**src/rtl/apb2reg_hs.sv**
```systemverilog
// apb2reg_hs -- APB3 slave bridge to a request/acknowledge register bus.
//
// An APB access is turned into a register request that stays up until the
// register block acknowledges it or the watchdog expires. The bridge adds
// PREADY wait states and checks address alignment and range. It also returns
// register-side errors and watchdog timeouts as PSLVERR.
//
// Ports:
//   clk, rst        clock, synchronous active-high reset
//   paddr_i         APB address
//   psel_i          APB select
//   penable_i       APB enable
//   pwrite_i        APB write flag
//   pwdata_i        APB write data
//   prdata_o        read data, valid while pready_o is high
//   pready_o        one-cycle transfer completion
//   pslverr_o       transfer error, valid while pready_o is high
//   reg_val_o       register request, held until ack or timeout
//   reg_wr_o        1 = write request
//   reg_adr_o       register word index (paddr >> 2)
//   reg_wr_dat_o    register write data (0 for reads)
//   reg_ack_i       register accepted/completed the request
//   reg_err_i       register error, sampled with reg_ack_i
//   reg_rd_dat_i    register read data, sampled with reg_ack_i
//   timeout_o       one-cycle pulse when the watchdog expires
module apb2reg_hs #(
  parameter int APB_ADDR_WD = 32,
  parameter int APB_DATA_WD = 32,
  parameter int NUMB_REG_WD = 6,
  parameter int TIMEOUT     = 64,
  parameter int TIMEOUT_WD  = 7
) (
  input  logic                   clk,
  input  logic                   rst,
  input  logic [APB_ADDR_WD-1:0] paddr_i,
  input  logic                   psel_i,
  input  logic                   penable_i,
  input  logic                   pwrite_i,
  input  logic [APB_DATA_WD-1:0] pwdata_i,
  output logic [APB_DATA_WD-1:0] prdata_o,
  output logic                   pready_o,
  output logic                   pslverr_o,
  output logic                   reg_val_o,
  output logic                   reg_wr_o,
  output logic [NUMB_REG_WD-1:0] reg_adr_o,
  output logic [APB_DATA_WD-1:0] reg_wr_dat_o,
  input  logic                   reg_ack_i,
  input  logic                   reg_err_i,
  input  logic [APB_DATA_WD-1:0] reg_rd_dat_i,
  output logic                   timeout_o
);

  localparam logic [1:0] ST_IDLE = 2'd0;
  localparam logic [1:0] ST_REQ  = 2'd1;
  localparam logic [1:0] ST_RESP = 2'd2;

  logic [1:0]            state;
  logic [TIMEOUT_WD-1:0] cnt;
  logic                  setup;
  logic                  addr_legal;
  logic                  cnt_last;

  // A shift is used for the range check so that it stays well formed even
  // when the register index covers every upper address bit.
  assign setup      = psel_i & ~penable_i;
  assign addr_legal = (paddr_i[1:0] == 2'b00) &&
                      ((paddr_i >> (NUMB_REG_WD + 2)) == '0);
  assign cnt_last   = (cnt == TIMEOUT_WD'(TIMEOUT - 1));

  always_ff @(posedge clk) begin
    if (rst) begin
      state        <= ST_IDLE;
      cnt          <= '0;
      prdata_o     <= '0;
      pready_o     <= 1'b0;
      pslverr_o    <= 1'b0;
      reg_val_o    <= 1'b0;
      reg_wr_o     <= 1'b0;
      reg_adr_o    <= '0;
      reg_wr_dat_o <= '0;
      timeout_o    <= 1'b0;
    end else begin
      timeout_o <= 1'b0;
      case (state)
        ST_IDLE: begin
          pready_o  <= 1'b0;
          pslverr_o <= 1'b0;
          prdata_o  <= '0;
          if (setup) begin
            if (addr_legal) begin
              state        <= ST_REQ;
              cnt          <= '0;
              reg_val_o    <= 1'b1;
              reg_wr_o     <= pwrite_i;
              reg_adr_o    <= paddr_i[NUMB_REG_WD+1:2];
              reg_wr_dat_o <= pwrite_i ? pwdata_i : '0;
            end else begin
              // Illegal address: answer at once with an error, no request.
              state     <= ST_RESP;
              pready_o  <= 1'b1;
              pslverr_o <= 1'b1;
            end
          end
        end

        ST_REQ: begin
          // The request runs to ack or timeout even if psel_i drops meanwhile.
          // An ack in the last watchdog cycle takes priority over the timeout.
          if (reg_ack_i) begin
            state     <= ST_RESP;
            reg_val_o <= 1'b0;
            pready_o  <= 1'b1;
            pslverr_o <= reg_err_i;
            prdata_o  <= (!reg_wr_o && !reg_err_i) ? reg_rd_dat_i : '0;
          end else if (cnt_last) begin
            state     <= ST_RESP;
            reg_val_o <= 1'b0;
            pready_o  <= 1'b1;
            pslverr_o <= 1'b1;
            prdata_o  <= '0;
            timeout_o <= 1'b1;
          end else begin
            cnt <= cnt + 1'b1;
          end
        end

        ST_RESP: begin
          state     <= ST_IDLE;
          pready_o  <= 1'b0;
          pslverr_o <= 1'b0;
          prdata_o  <= '0;
        end

        default: begin
          state     <= ST_IDLE;
          pready_o  <= 1'b0;
          pslverr_o <= 1'b0;
          prdata_o  <= '0;
          reg_val_o <= 1'b0;
        end
      endcase
    end
  end

endmodule
```
**config.mk**
```make
export PLATFORM = sky130hd
export DESIGN_NAME = apb2reg_hs
export DESIGN_NICKNAME = d
export VERILOG_FILES = /design/src/rtl/apb2reg_hs.sv
export SDC_FILE = /design/constraint.sdc
export NUM_CORES = 1
export LEC_CHECK = 0
export ABC_AREA = 1
export BUFFER_PORTS_ARGS = -buffer_cell sky130_fd_sc_hd__buf_2
export CORE_ASPECT_RATIO = 1.5
export CORE_MARGIN = 3
export CORE_UTILIZATION = 44
export CTS_CLUSTER_DIAMETER = 200
export DETAILED_ROUTE_END_ITERATION = 8
export PLACE_DENSITY = 0.78
export SLEW_MARGIN = 0
export SYNTH_ARGS = -nofsm -noshare
export SYNTH_HDL_FRONTEND = slang
export SYNTH_SLANG_ARGS = --single-unit
```
**constraint.sdc**
```tcl
create_clock -name clk -period 1.7 [get_ports clk]
set_input_delay 0.085 -clock clk [delete_from_list [all_inputs] [get_ports clk]]
set_output_delay 0.085 -clock clk [all_outputs]
set_load 0.03 [all_outputs]
```
==> results by group, run 1 <==
Clock network
  • CTS tree: built
  • CTS Buf Count: 9
  • CTS H-tree depth: 3
  • Skew-Pair Late Insertion Delay: 330 ps
  • Sinks on Clock Net: 84
  • Root Buffer: clkbuf_16
  • Clk slew on worst S/H paths: 60 ps
  • Maximum root-to-sink buffer count: 2

Drt
  • WL/cell: 13.4 um
  • Number of routed nets with antenna violations: 0
  • Final Routed Wirelength: 10800 um
  • Pre-antenna DRT Iters: 4
  • Drc violations: 0
  • DR iter-0 viols: 239
  • DR vias/cell: 5.13
  • Vias post-DR: 4156

STA
  • Slew HR: 64.7%
  • Setup ws final: 185 ps
  • Setup TNS: 0 ps
  • Highest Clock Rate: 660 MHz
  • Final hold viol count: 0
  • # setup viols final: 0
  • RSZ-0062 raised after global routing: no
  • Clk_skew: 4.30 ps
  • Final min period: 1520 ps
  • WHS: 6.51 ps
  • Max-slew violations: 0
  • Worst-margin pin slew: 529 ps
  • Final period utilization: 89.1%

Power and ir drop
  • Pleak: 2.46 nW
  • VDD IR max: 0.589 mV
  • Pwr dens: 795 nW/um^2

Setup path
  • CP max stage cell: dfxtp_1
  • CP max stage delay: 330 ps
  • Worst path cell trace: ha_1 -> nand2_1 -> nor2_4 -> nand2_2 -> buf_6 -> nand2_1 -> o21ai_0 -> a21oi_1
  • Setup crit start kind: flip-flop
  • Crit path top cell by count: nand2_1
  • Worst-path fanout max: 35
  • Worst Setup End Kind: flip-flop
  • R2R setup slack: 180 ps
  • CP arrival: 1720 ps
  • Required time of the critical path: 1900 ps
  • Kind of critical path: flip-flop to flip-flop

Place
  • DP Worst Slack: 172 ps
  • Port Buffers: 177
  • HPWL Detailed: 7540 um
  • Gpl congestion: 0.778
  • Placed cells: 780

Logic synthesis
  • Area leader, netlist: dfxtp_1
  • Seq/Total Area, Yosys: 45.6%
  • Gate Count Post-Synth: 523
  • Yosys top cell area share: 45.6%
  • Post-synth cell types: 25
  • Synth Area per Inst: 7.06 um^2
  • Syn_nets: 627
  • Yosys reg bits: 84
  • Yosys warns: 0
  • Synth area leaders: dfxtp_1 46%, nand2_1 13%, a21oi_1 10%, nand3_1 6.8%, nand4_1 5.4%
  • Mapped cell area: 3690 um^2

Finish
  • Finished Layout Cells: 810
  • Layout net count: 806
  • P&R area growth vs syn: 38.4%
  • Most frequent cells in the layout: 177 x buf_2, 129 x nand2_1, 84 x dfxtp_1, 75 x a21oi_1, 50 x nand3_1
  • Share of layout cells above drive strength 1: 30.5%
  • Final core occ: 63.0%
  • Commonest non-fill, non-tap cell in the layout: buf_2
  • Antenna Cells: 0

Floorplan
  • IO Pins: 178
  • Die area: 9540 um^2
  • Die W: 80.8 um
  • Starting Density: 45.5%
  • Die Y: 118 um
  • FP Rows: 40
  • CORE AREA: 8110 um^2

Global route
  • First-pass GRT wire length: 17900 um
  • GRT Total Usage: 23.1%
  • Largest net degree at the start of global routing: 38
  • Initial antenna violation count: 0
  • Vias in the first global route: 4144
  • GRT overflow: 0

Hold path
  • Hold crit path type: input pin to flip-flop

Run
  • Maxcap violations: 0

Status
  • Outcome: completed
registers in the layout, indices dropped and copies added, names as in the netlist:
signal and flops:
pslverr_o 1, prdata_o 32, state 2, reg_wr_dat_o 32, timeout_o 1, reg_adr_o 6
reg_val_o 1, pready_o 1, reg_wr_o 1, cnt 7
where the power goes:
part | leakage [nW] | switching [W] | internal (W)
logic | 1.66 | 0.000190 | 0.000158
clock network | 0.125 | 0.000727 | 0.00101
registers | 0.677 | 0.00000267 | 0.00197
per-stage QoR:
step / power [W] / instance area [um^2]
after CTS: 0.00409 / 5090
after global placement: 0.00233 / 4670
after global routing: 0.00420 / 5100
after floorplan: 0.00217 / 3690
final: 0.00406 / 5100
after detailed placement: 0.00233 / 4670
cells in the mapped netlist:
library cell	instances
dfxtp_1	84
nand3_1	50
buf_6	1
nand2_2	1
nor2_2	2
clkinv_1	1
clkbuf_1	18
buf_2	13
nand2_4	2
buf_1	3
nor3_1	7
ha_1	1
nor2_1	38
nand4_1	32
o21bai_1	1
inv_2	1
a211oi_1	1
or2_2	2
nand2_1	129
a21oi_1	75
o21ai_0	10
buf_4	2
nand3_2	2
nor2_4	2
inv_1	45
path summary, 6_finish.rpt:
check,startpoint,to,cells past startpoint
max reg2reg,cnt[0],pready_o,8
min reg2reg,reg_wr_dat_o[6],reg_wr_dat_o[6],2
min,reg_rd_dat_i[15],prdata_o[15],3
max,cnt[0],pready_o,8
cell type report:
class                   count  area (um^2)
clock buffers              12          246
flip-flops and latches     84         1680
repair buffers            205         1180
inverters                  47          176
multi-input cells         355         1680
fillers                   750         3000
clock inverters             2         12.5
well taps                 105          131
layer usage:
metal	share of wire (%)	wire length [um]	global-route usage (%)
met5	0	0	0
met4	2.8	301	11.1
met3	5.1	554	4.95
met2	55	5960	42.1
met1	37	4000	24.3
critical path, delay by kind of cell (launching register included):
family	cells	cell delay, ps
and+or+nand+nor	4	340
buffers and inverters	1	260
DFF	1	330
AOI/OAI and AO/OA	2	230
adders and majority gates	1	220
repair_timing:
item,in CTS,in global routing
buffers inserted,0,0
endpoints found under the setup margin,0,2
hold endpoints to repair,16,0
resized for setup,0,3
hold buffers,16,0
kinds of logic after synthesis:
family          after synthesis  synth area share (%)
buf+inv                      84                  9.39
compound gates               87                  11.9
fa+ha+maj                     1                 0.339
simple gates                267                  32.8
flops                        84                  45.6
Power figures use the tool's default switching activity.
==> inputs of run 2 (changes only) <==
BUFFER_PORTS_ARGS = -buffer_cell sky130_fd_sc_hd__buf_4   (was -buffer_cell sky130_fd_sc_hd__buf_2)
CORE_ASPECT_RATIO = not set   (was 1.5)
SLEW_MARGIN = 40   (was 0)
==> run 2 against run 1 <==
Via count up 2.6%. Utilization is 8.8 points higher. Largest power group unchanged. Global-route usage increased by 0.79 points. Die area fell by 0.24%. Clock power shrank 22%. Final area rose by 11%. Cell count increased by 3.0%. Clock-buffer cell count decreased by 2. Hold slack better by 85 ps. Highest routed layer unchanged. Clock skew up 9.4 ps. Power decreased by 6.9%. Critical path type unchanged. Sequential share of layout area fell by 3.3 points. Largest cell class is now non-clock buffers.
==> results by group, run 2 (synthesis results as in run 1) <==
Hold path
  • Hold Path End: reg_wr_dat_o[19] (was prdata_o[15])
  • Hold crit path type: input pin to flip-flop (unchanged)
  • Hold Startpoint: pwdata_i[19] (was reg_rd_dat_i[15])
  • Hold depth: 5 (was 3)

STA
  • Worst-margin pin slew: 366 ps (was 529 ps)
  • Max-slew violations: 0 (unchanged)
  • RSZ-0062 raised after global routing: no (unchanged)
  • Setup TNS: 0 ps (unchanged)
  • Clk_skew: 13.7 ps (was 4.30 ps)
  • Final period utilization: 88.0% (was 89.1%)
  • Setup ws final: 205 ps (was 185 ps)
  • Slew HR: 75.6% (was 64.7%)
  • Final min period: 1500 ps (was 1520 ps)
  • Highest Clock Rate: 669 MHz (was 660 MHz)
  • Final hold viol count: 0 (unchanged)
  • # setup viols final: 0 (unchanged)

Power and ir drop
  • Pleak: 2.59 nW (was 2.46 nW)
  • Pwr dens: 665 nW/um^2 (was 795 nW/um^2)
  • VDD IR max: 0.406 mV (was 0.589 mV)

Status
  • Outcome: completed (unchanged)

Place
  • Port Buffers: 177 (unchanged)
  • DP Worst Slack: 164 ps (was 172 ps)
  • Gpl congestion: 0.873 (was 0.778)
  • HPWL Detailed: 7900 um (was 7540 um)

Global route
  • First-pass GRT wire length: 19100 um (was 17900 um)
  • Initial antenna violation count: 0 (unchanged)
  • GRT overflow: 0 (unchanged)
  • Largest net degree at the start of global routing: 35 (was 38)
  • GRT Total Usage: 23.9% (was 23.1%)
  • Vias in the first global route: 4118 (was 4144)

Floorplan
  • CORE AREA: 7930 um^2 (was 8110 um^2)
  • FP Rows: 32 (was 40)
  • Die Y: 97.6 um (was 118 um)
  • IO Pins: 178 (unchanged)
  • Die W: 97.6 um (was 80.8 um)
  • Die area: 9520 um^2 (was 9540 um^2)
  • Starting Density: 46.5% (was 45.5%)

Clock network
  • Skew-Pair Late Insertion Delay: 360 ps (was 330 ps)
  • CTS H-tree depth: 3 (unchanged)
  • CTS tree: built (unchanged)
  • Maximum root-to-sink buffer count: 2 (unchanged)
  • Root Buffer: clkbuf_8 (was clkbuf_16)
  • Clk slew on worst S/H paths: 90 ps (was 60 ps)
  • Sinks on Clock Net: 84 (unchanged)
  • CTS Buf Count: 9 (unchanged)

Setup path
  • CP max stage cell: dfxtp_2 (was dfxtp_1)
  • Setup crit start kind: flip-flop (unchanged)
  • CP arrival: 1780 ps (was 1720 ps)
  • Crit path top cell by count: nand2_1 (unchanged)
  • CP max stage delay: 370 ps (was 330 ps)
  • Worst path cell trace: ha_4 -> nand2_1 -> nor2_2 -> nand2_2 -> nand3_4 -> nand2_1 -> inv_1 -> nand3_1 -> nand3_1 -> nand2_1 -> nor2_1 (was ha_1 -> nand2_1 -> nor2_4 -> nand2_2 -> buf_6 -> nand2_1 -> o21ai_0 -> a21oi_1)
  • Worst R2R Start: cnt[1] (was cnt[0])
  • Register-to-Register Path Depth: 11 (was 8)
  • Required time of the critical path: 1990 ps (was 1900 ps)
  • Kind of critical path: flip-flop to flip-flop (unchanged)
  • Worst-path fanout max: 4 (was 35)
  • Worst Setup End Kind: flip-flop (unchanged)
  • R2r endpoint: cnt[1] (was pready_o)
  • R2R setup slack: 200 ps (was 180 ps)

Finish
  • Final core occ: 71.7% (was 63.0%)
  • Register Area: 1680 um^2 (about the same)
  • Multi-input logic area: 1690 um^2 (was 1680 um^2)
  • FILL cells: 650 (was 750)
  • Layout net count: 831 (was 806)
  • Antenna Cells: 0 (unchanged)
  • Registers with the most flip-flops: prdata_o x32, reg_wr_dat_o x32, cnt x7 (unchanged)
  • P&R area growth vs syn: 54.1% (was 38.4%)
  • Most frequent cells in the layout: 190 x buf_4, 129 x nand2_1, 82 x dfxtp_1, 75 x a21oi_1, 50 x nand3_1 (was 177 x buf_2, 129 x nand2_1, 84 x dfxtp_1, 75 x a21oi_1, 50 x nand3_1)
  • Share of layout cells above drive strength 1: 30.5% (about the same)
  • Commonest non-fill, non-tap cell in the layout: buf_4 (was buf_2)

Drt
  • DR iter-0 viols: 164 (was 239)
  • Drc violations: 0 (unchanged)
  • Pre-antenna DRT Iters: 5 (was 4)
  • WL/cell: 14.3 um (was 13.4 um)
  • Vias post-DR: 4264 (was 4156)
  • DR vias/cell: 5.11 (was 5.13)
  • Final Routed Wirelength: 12000 um (was 10800 um)
  • Number of routed nets with antenna violations: 0 (unchanged)

Run
  • Maxcap violations: 0 (unchanged)
==> run 2: cell types whose count changed in the layout (fill, tap and decap cells not counted), moves of 2 or more <==
cell,change
clkbuf_1,-2
clkbuf_16,-9
dlygate4sd3_1,+24
buf_12,-3
dfxtp_1,-2
clkbuf_8,+9
buf_2,-177
dfxtp_2,+2
inv_6,+3
buf_4,+182
==> run 2: how the worst max path moves through the flow <==
stage | from | to | slack (ps) | cells past startpoint
2_1_floorplan | cnt[0] | cnt[4] | 290 | 9
6_report | cnt[1] | cnt[1] | 200 | 11
3_5_place_dp | cnt[0] | cnt[1] | 160 | 11
3_3_place_gp | cnt[0] | cnt[1] | 260 | 11
4_1_cts | cnt[0] | cnt[1] | 110 | 11
5_1_grt | cnt[1] | cnt[1] | 30 | 11
==> run 2: power breakdown <==
part	internal, W	total [W]	switching, W	leakage (nW)
Clock	0.000584	0.00135	0.000767	0.0897
Combinational	0.000254	0.000459	0.000205	1.83
Sequential	0.00197	0.00197	0.00000330	0.678
Total	0.00281	0.00378	0.000975	2.59
==> run 2: through the flow <==
stage	hold slack (ps)	area [um^2]	instances	total power, W
6_report	91.8	5690	834	0.00378
5_1_grt	112	5690	834	0.00394
4_1_cts	76.6	5660	833	0.00380
3_5_place_dp	277	5070	777	0.00239
3_3_place_gp	273	5070	777	0.00239
2_1_floorplan	164	3690	523	0.00217
==> run 2: layout make-up <==
type	count	share of cell area [%]
clock buffer	10	2.42
clock inverter	6	0.814
tap	102	2.24
timing repair buffer	230	32.1
inverter	47	3.10
sequential	84	29.6
multi-input combinational	355	29.7
==> run 2: critical path: cells and delay by family (launching register included) <==
family	cells	cell delay (ps)
simple gates	9	840
fa+ha+maj	1	140
buf+inv	1	80
flops	1	370
==> run 2: timing repair <==
action / 4_1_cts / 5_1_grt
hold buffers: 40 / 0
setup endpoints to repair: 0 / 1
resized for setup: 0 / 5
setup buffers: 0 / 1
endpoints found under the hold margin: 48 / 0
==> run 2: routing by layer <==
metal / vias up / global-route usage [%] / routed length [um]
met5: - / 0 / 0
met4: 0 / 11.3 / 320
met3: 31 / 5.31 / 645
met2: 135 / 43.6 / 6510
met1: 1981 / 26.0 / 4490
li1: 2117 / - / -
